==> config.mk <==
export PLATFORM = sky130hd
export DESIGN_NAME = alu_issue_ctrl
export DESIGN_NICKNAME = d
export VERILOG_FILES = /design/src/rtl/alu_issue_ctrl.sv
export SDC_FILE = /design/constraint.sdc
export NUM_CORES = 1
export LEC_CHECK = 0
export ABC_AREA = 1
export ABC_CLOCK_PERIOD_IN_PS = 1780
export CELL_PAD_IN_SITES_DETAIL_PLACEMENT = 0
export CELL_PAD_IN_SITES_GLOBAL_PLACEMENT = 1
export CORE_MARGIN = 5
export CORE_UTILIZATION = 27
export DETAILED_ROUTE_END_ITERATION = 12
export PLACE_DENSITY_LB_ADDON = 0.1
export SLEW_MARGIN = 20
export SYNTH_ARGS = -nofsm -noshare
export SYNTH_HDL_FRONTEND = slang
export SYNTH_SLANG_ARGS = --single-unit
==> constraint.sdc <==
create_clock -name i_clk -period 1.78 [get_ports i_clk]
set_input_delay 0.356 -clock i_clk [delete_from_list [all_inputs] [get_ports i_clk]]
set_output_delay 0.356 -clock i_clk [all_outputs]
set_load 0.02 [all_outputs]
==> src/rtl/alu_issue_ctrl.sv <==
// Issue sequencer for the 32-bit datapath ALU: decodes one MIPS instruction,
// holds ALU operands for a per-op settle time, then hands the result to writeback.
module alu_issue_ctrl #(
  parameter int unsigned MUL_CYCLES = 2,
  parameter int unsigned DIV_CYCLES = 4
) (
  input  logic        i_clk,
  input  logic        i_reset,
  input  logic        i_in_valid,
  output logic        o_in_ready,
  input  logic [31:0] i_instr,
  input  logic [31:0] i_rs_data,
  input  logic [31:0] i_rt_data,
  output logic [31:0] o_alu_x,
  output logic [31:0] o_alu_y,
  output logic [4:0]  o_alu_shamt,
  output logic [3:0]  o_alu_sel,
  input  logic [31:0] i_alu_res,
  input  logic        i_alu_zf,
  output logic        o_wb_valid,
  input  logic        i_wb_ready,
  output logic [31:0] o_wb_data,
  output logic        o_wb_zf,
  output logic [4:0]  o_wb_rd,
  output logic        o_wb_illegal
);

  localparam logic [1:0] S_IDLE   = 2'd0;
  localparam logic [1:0] S_EXEC   = 2'd1;
  localparam logic [1:0] S_DONE   = 2'd2;
  localparam logic [3:0] SEL_IDLE = 4'b1111;

  logic [1:0]  r_state;
  logic [3:0]  r_cnt;
  logic [4:0]  r_dest;
  logic        r_in_ready;
  logic [31:0] r_alu_x;
  logic [31:0] r_alu_y;
  logic [4:0]  r_alu_shamt;
  logic [3:0]  r_alu_sel;
  logic        r_wb_valid;
  logic [31:0] r_wb_data;
  logic        r_wb_zf;
  logic [4:0]  r_wb_rd;
  logic        r_wb_illegal;

  logic        w_legal;
  logic [3:0]  w_sel;
  logic [31:0] w_x;
  logic [31:0] w_y;
  logic [4:0]  w_shamt;
  logic [4:0]  w_dest;
  logic [3:0]  w_len_m1;
  logic [31:0] w_imm_se;
  logic [31:0] w_imm_ze;

  assign w_imm_se = {{16{i_instr[15]}}, i_instr[15:0]};
  assign w_imm_ze = {16'h0000, i_instr[15:0]};

  // Opcode/funct decode into ALU select, operands and destination register
  always_comb begin
    w_legal = 1'b0;
    w_sel   = SEL_IDLE;
    w_x     = i_rs_data;
    w_y     = i_rt_data;
    w_shamt = 5'd0;
    w_dest  = 5'd0;
    case (i_instr[31:26])
      6'h00: begin
        w_dest  = i_instr[15:11];
        w_legal = 1'b1;
        case (i_instr[5:0])
          6'h20, 6'h21: w_sel = 4'b0000;
          6'h22, 6'h23: w_sel = 4'b0001;
          6'h18:        w_sel = 4'b0010;
          6'h1A:        w_sel = 4'b0011;
          6'h24:        w_sel = 4'b0100;
          6'h25:        w_sel = 4'b0101;
          6'h27:        w_sel = 4'b0110;
          6'h00: begin
            w_sel   = 4'b0111;
            w_x     = i_rt_data;
            w_shamt = i_instr[10:6];
          end
          6'h02: begin
            w_sel   = 4'b1000;
            w_x     = i_rt_data;
            w_shamt = i_instr[10:6];
          end
          6'h2A:        w_sel = 4'b1001;
          6'h26:        w_sel = 4'b1010;
          default: begin
            w_legal = 1'b0;
            w_sel   = SEL_IDLE;
          end
        endcase
      end
      6'h08, 6'h09: begin w_legal = 1'b1; w_sel = 4'b0000; w_y = w_imm_se; w_dest = i_instr[20:16]; end
      6'h0A:        begin w_legal = 1'b1; w_sel = 4'b1001; w_y = w_imm_se; w_dest = i_instr[20:16]; end
      6'h0C:        begin w_legal = 1'b1; w_sel = 4'b0100; w_y = w_imm_ze; w_dest = i_instr[20:16]; end
      6'h0D:        begin w_legal = 1'b1; w_sel = 4'b0101; w_y = w_imm_ze; w_dest = i_instr[20:16]; end
      6'h0E:        begin w_legal = 1'b1; w_sel = 4'b1010; w_y = w_imm_ze; w_dest = i_instr[20:16]; end
      default: begin
        w_legal = 1'b0;
      end
    endcase
  end

  // Settle budget minus one, loaded into the counter on accept
  always_comb begin
    case (w_sel)
      4'b0010: w_len_m1 = 4'(MUL_CYCLES - 1);
      4'b0011: w_len_m1 = 4'(DIV_CYCLES - 1);
      default: w_len_m1 = 4'd0;
    endcase
  end

  // Sequencer state, held ALU operands and writeback registers
  always_ff @(posedge i_clk) begin
    if (i_reset) begin
      r_state      <= S_IDLE;
      r_cnt        <= 4'd0;
      r_dest       <= 5'd0;
      r_in_ready   <= 1'b1;
      r_alu_x      <= 32'd0;
      r_alu_y      <= 32'd0;
      r_alu_shamt  <= 5'd0;
      r_alu_sel    <= SEL_IDLE;
      r_wb_valid   <= 1'b0;
      r_wb_data    <= 32'd0;
      r_wb_zf      <= 1'b0;
      r_wb_rd      <= 5'd0;
      r_wb_illegal <= 1'b0;
    end else begin
      case (r_state)
        S_IDLE: begin
          if (i_in_valid && r_in_ready) begin
            r_in_ready <= 1'b0;
            if (w_legal) begin
              r_alu_x     <= w_x;
              r_alu_y     <= w_y;
              r_alu_shamt <= w_shamt;
              r_alu_sel   <= w_sel;
              r_cnt       <= w_len_m1;
              r_dest      <= w_dest;
              r_state     <= S_EXEC;
            end else begin
              // Undecodable: skip the ALU and report a flagged zero result
              r_wb_data    <= 32'd0;
              r_wb_zf      <= 1'b1;
              r_wb_rd      <= 5'd0;
              r_wb_illegal <= 1'b1;
              r_wb_valid   <= 1'b1;
              r_state      <= S_DONE;
            end
          end
        end
        S_EXEC: begin
          if (r_cnt == 4'd0) begin
            r_wb_data    <= i_alu_res;
            r_wb_zf      <= i_alu_zf;
            r_wb_rd      <= r_dest;
            r_wb_illegal <= 1'b0;
            r_wb_valid   <= 1'b1;
            r_alu_x      <= 32'd0;
            r_alu_y      <= 32'd0;
            r_alu_shamt  <= 5'd0;
            r_alu_sel    <= SEL_IDLE;
            r_state      <= S_DONE;
          end else begin
            r_cnt <= r_cnt - 4'd1;
          end
        end
        S_DONE: begin
          if (i_wb_ready) begin
            r_wb_valid <= 1'b0;
            r_in_ready <= 1'b1;
            r_state    <= S_IDLE;
          end
        end
        default: begin
          r_state    <= S_IDLE;
          r_in_ready <= 1'b1;
          r_wb_valid <= 1'b0;
          r_alu_sel  <= SEL_IDLE;
        end
      endcase
    end
  end

  assign o_in_ready   = r_in_ready;
  assign o_alu_x      = r_alu_x;
  assign o_alu_y      = r_alu_y;
  assign o_alu_shamt  = r_alu_shamt;
  assign o_alu_sel    = r_alu_sel;
  assign o_wb_valid   = r_wb_valid;
  assign o_wb_data    = r_wb_data;
  assign o_wb_zf      = r_wb_zf;
  assign o_wb_rd      = r_wb_rd;
  assign o_wb_illegal = r_wb_illegal;

endmodule

==> results.ini <==
[outcome]
status = completed

[worst_setup_path]
r2r_end = o_alu_x[17]$_SDFFE_PP0P_
required_ns = 1.42
cp_num_buf_inv = 1
cp_top_family = buffers and inverters
cp_max_fo = 2
slowest_stage = clkdlybuf4s50_1
worst_setup_path_start_kind = flip-flop
ff2ff_setup_slack_ns = 0.13
end_kind = primary output
reg2regPathDepth = 12
arrival_ns = 1.39
reg2reg_from = r_cnt[0]$_SDFFE_PP0P_
cp_cell_sequence = clkdlybuf4s50_1
critPathMaxStageDelay_ns = 0.64
crit_type = reg2out

[cts]
worstSkewPairLatency_ns = 0.42
clock_sinks = 125
cts_hold_buf = 0
tritoncts = yes
numCtsBuffers = 17
cts_root_buf = clkbuf_16
clockBufferDepth = 2
h-tree-depth = 4
path_clk_slew_ns = 0.06

[timing]
tightest_slew_ns = 0.6593
maxSlewViolCount = 0
finalCritPeriodShare = 0.9808
fmax_ghz = 0.5728
timing.hold.ws_ns = 0.3781
hold_violations = 0
period_needed_ns = 1.746
fin_skew_ns = 0.01115
slew_headroom = 0.5605
setup_viol = 0

[die]
io_pins = 247
chipWidth_um = 163.9
dieArea_um2 = 26870
rows = 56
core_um2 = 23400
start_util = 0.2733
fp.dieH_um = 163.9

[worst_hold_path]
min_to = o_alu_sel[1]$_SDFFE_PP1P_
hold_start = i_reset
hold_depth = 3
worstHoldPathType = in2reg

[final_layout]
final_nets = 1460
final_layout_size_suffix_gt1_frac = 0.1570
regArea_um2 = 2505
fin_cells = 1658
stdcell_area_um2 = 10650
layout_common_cells = 319 x nand2_1, 178 x nor2_1, 167 x clkdlybuf4s50_1, 123 x dfxtp_1, 106 x inv_1
layout_commonest_cell = nand2_1
fin_util = 0.4550
area.growth.synth_to_final_pct = 66.49
multi_input_area_um2 = 3179
fillers = 2471

[flow_run]
drv_cap = 0

[yosys]
yosys_warnings = 0
syn-num-nets = 1163
synth_cell_types = 34
yosysSeqAreaShare = 0.3912
synthCells = 1028
ys_async_sr_fraction = 0
syn_area_per_cell_um2 = 6.222
yosys_register_bits = 125
synth_edf_count = 0
synth_ff_type = dfxtp_1
synthesis.area_um2 = 6396

[power]
p_per_area_nw_per_um2 = 1140
ir_drop_uv = 571.2
finalPower_w = 0.01214
leakagePower_nw = 5.593

[drt]
routed-via-count = 6943
drc = 0
postRouteAntennaNets = 0
wl_per_cell_um = 14.81
topRoutingLayerUsed = met4
routedLengthMet1_mm = 11.75
first_iter_violations = 349
met2_length_mm = 11.24
via_per_inst = 4.188
met3_length_mm = 1.274
wirelength_mm = 24.56
drtPass1Iterations = 4

[grt]
grt_pass1_vias = 6778
track_usage = 0.1783
grt_pass1_wl_mm = 37.36
grt_max_degree = 58
grt_overflow = 0
antenna_found_initial = 0

[place]
dpl_cell_area_um2 = 9615
place.gp.congestion = 0.7823
dp_cells = 1609
io_buffers = 241
dpl.hpwl_mm = 17.39

-- synth_stat cells, types with 2 or more instances --
| cell | count | share of area |
|---|---|---|
| buf_1 | 2 | 0.0012 |
| nand2_2 | 12 | 0.012 |
| a211oi_1 | 3 | 0.0035 |
| buf_6 | 12 | 0.021 |
| buf_4 | 2 | 0.0023 |
| buf_2 | 9 | 0.0070 |
| inv_1 | 111 | 0.065 |
| ha_1 | 2 | 0.0039 |
| nand3_2 | 2 | 0.0031 |
| o211ai_1 | 5 | 0.0059 |
| clkbuf_1 | 28 | 0.016 |
| nor2_4 | 2 | 0.0035 |
| nor2_2 | 6 | 0.0059 |
| inv_2 | 31 | 0.018 |
| nor2_1 | 188 | 0.11 |
| dfxtp_1 | 125 | 0.39 |
| nand3_1 | 21 | 0.016 |
| o21ai_0 | 67 | 0.052 |
| nor3_1 | 7 | 0.0055 |
| nand2_1 | 321 | 0.19 |
| nand4_1 | 4 | 0.0039 |
| a21oi_1 | 56 | 0.044 |
-- per-stage QoR --
step / worst slack (ns) / setup TNS (ns)
2_1_floorplan: 0.03013 / 0
3_3_place_gp: -0.5662 / -60.53
3_5_place_dp: -0.5707 / -62.43
4_1_cts: 0.0003508 / 0
5_1_grt: -0.002977 / -0.003060
6_report: 0.03420 / 0
-- how the worst max path moves through the flow --
stage                                           to  slack (ns)                      from  cells after the start
after floorplan           o_alu_x[15]$_SDFFE_PP0P_        0.03               i_instr[31]                     12
after global placement    o_alu_x[17]$_SDFFE_PP0P_       -0.57                i_instr[4]                     11
after detailed placement   o_alu_y[0]$_SDFFE_PP0P_       -0.57                i_instr[2]                     15
after CTS                 o_alu_x[17]$_SDFFE_PP0P_      0.0004               i_instr[29]                     11
after global routing      o_alu_x[17]$_SDFFE_PP0P_      -0.003                i_instr[0]                     17
final                                  o_alu_y[16]        0.03  o_alu_y[16]$_SDFFE_PP0P_                      1
-- kinds of logic (layout without fill, tap and decap cells) --
| group | after synthesis | count (layout) | synth area share |
|---|---|---|---|
| flops | 125 | 125 | 0.3912 |
| other cells | 0 | 1 | 0 |
| simple gates | 568 | 568 | 0.3586 |
| xor+xnor | 2 | 2 | 0.002739 |
| fa+ha+maj | 2 | 2 | 0.003912 |
| compound gates | 135 | 135 | 0.1111 |
| buf+inv | 196 | 506 | 0.1324 |
-- flip-flops by register name, indices dropped and copies added (netlist names) --
name,cells
o_wb_data,32
o_alu_shamt,5
o_wb_valid,1
o_alu_x,32
o_wb_illegal,1
o_alu_sel,4
r_cnt,4
o_wb_rd,5
o_alu_y,32
r_state,2
o_in_ready,1
r_dest,5
o_wb_zf,1
-- area by class of cell --
class	count	area share
Clock inverter	14	0.01386
Tap cell	319	0.03748
Multi-Input combinational cell	707	0.2986
Inverter	143	0.05111
Clock buffer	18	0.04124
Timing Repair Buffer	331	0.3223
Sequential cell	125	0.2352
Antenna cell	1	0.0002350
-- power by group --
part / internal [W] / switching [W] / leakage (nW)
clock: 0.00201 / 0.00153 / 0.287
combinational: 0.00226 / 0.00276 / 4.29
sequential: 0.00332 / 0.000255 / 1.02
total: 0.00759 / 0.00455 / 5.59
-- metal layers --
| metal | track usage | vias to the layer above |
|---|---|---|
| li1 | - | 3711 |
| met1 | 0.2415 | 3052 |
| met5 | 0 | - |
| met4 | 0.04194 | 0 |
| met2 | 0.2871 | 164 |
| met3 | 0.04366 | 16 |
-- timing repair --
action,4_1_cts,5_1_grt
endpoints found under the setup margin,117,167
gates cloned,2,1
setup buffers,9,4
gates resized for setup,40,82
pin swaps,7,7
(Power assumes the default switching activity.)
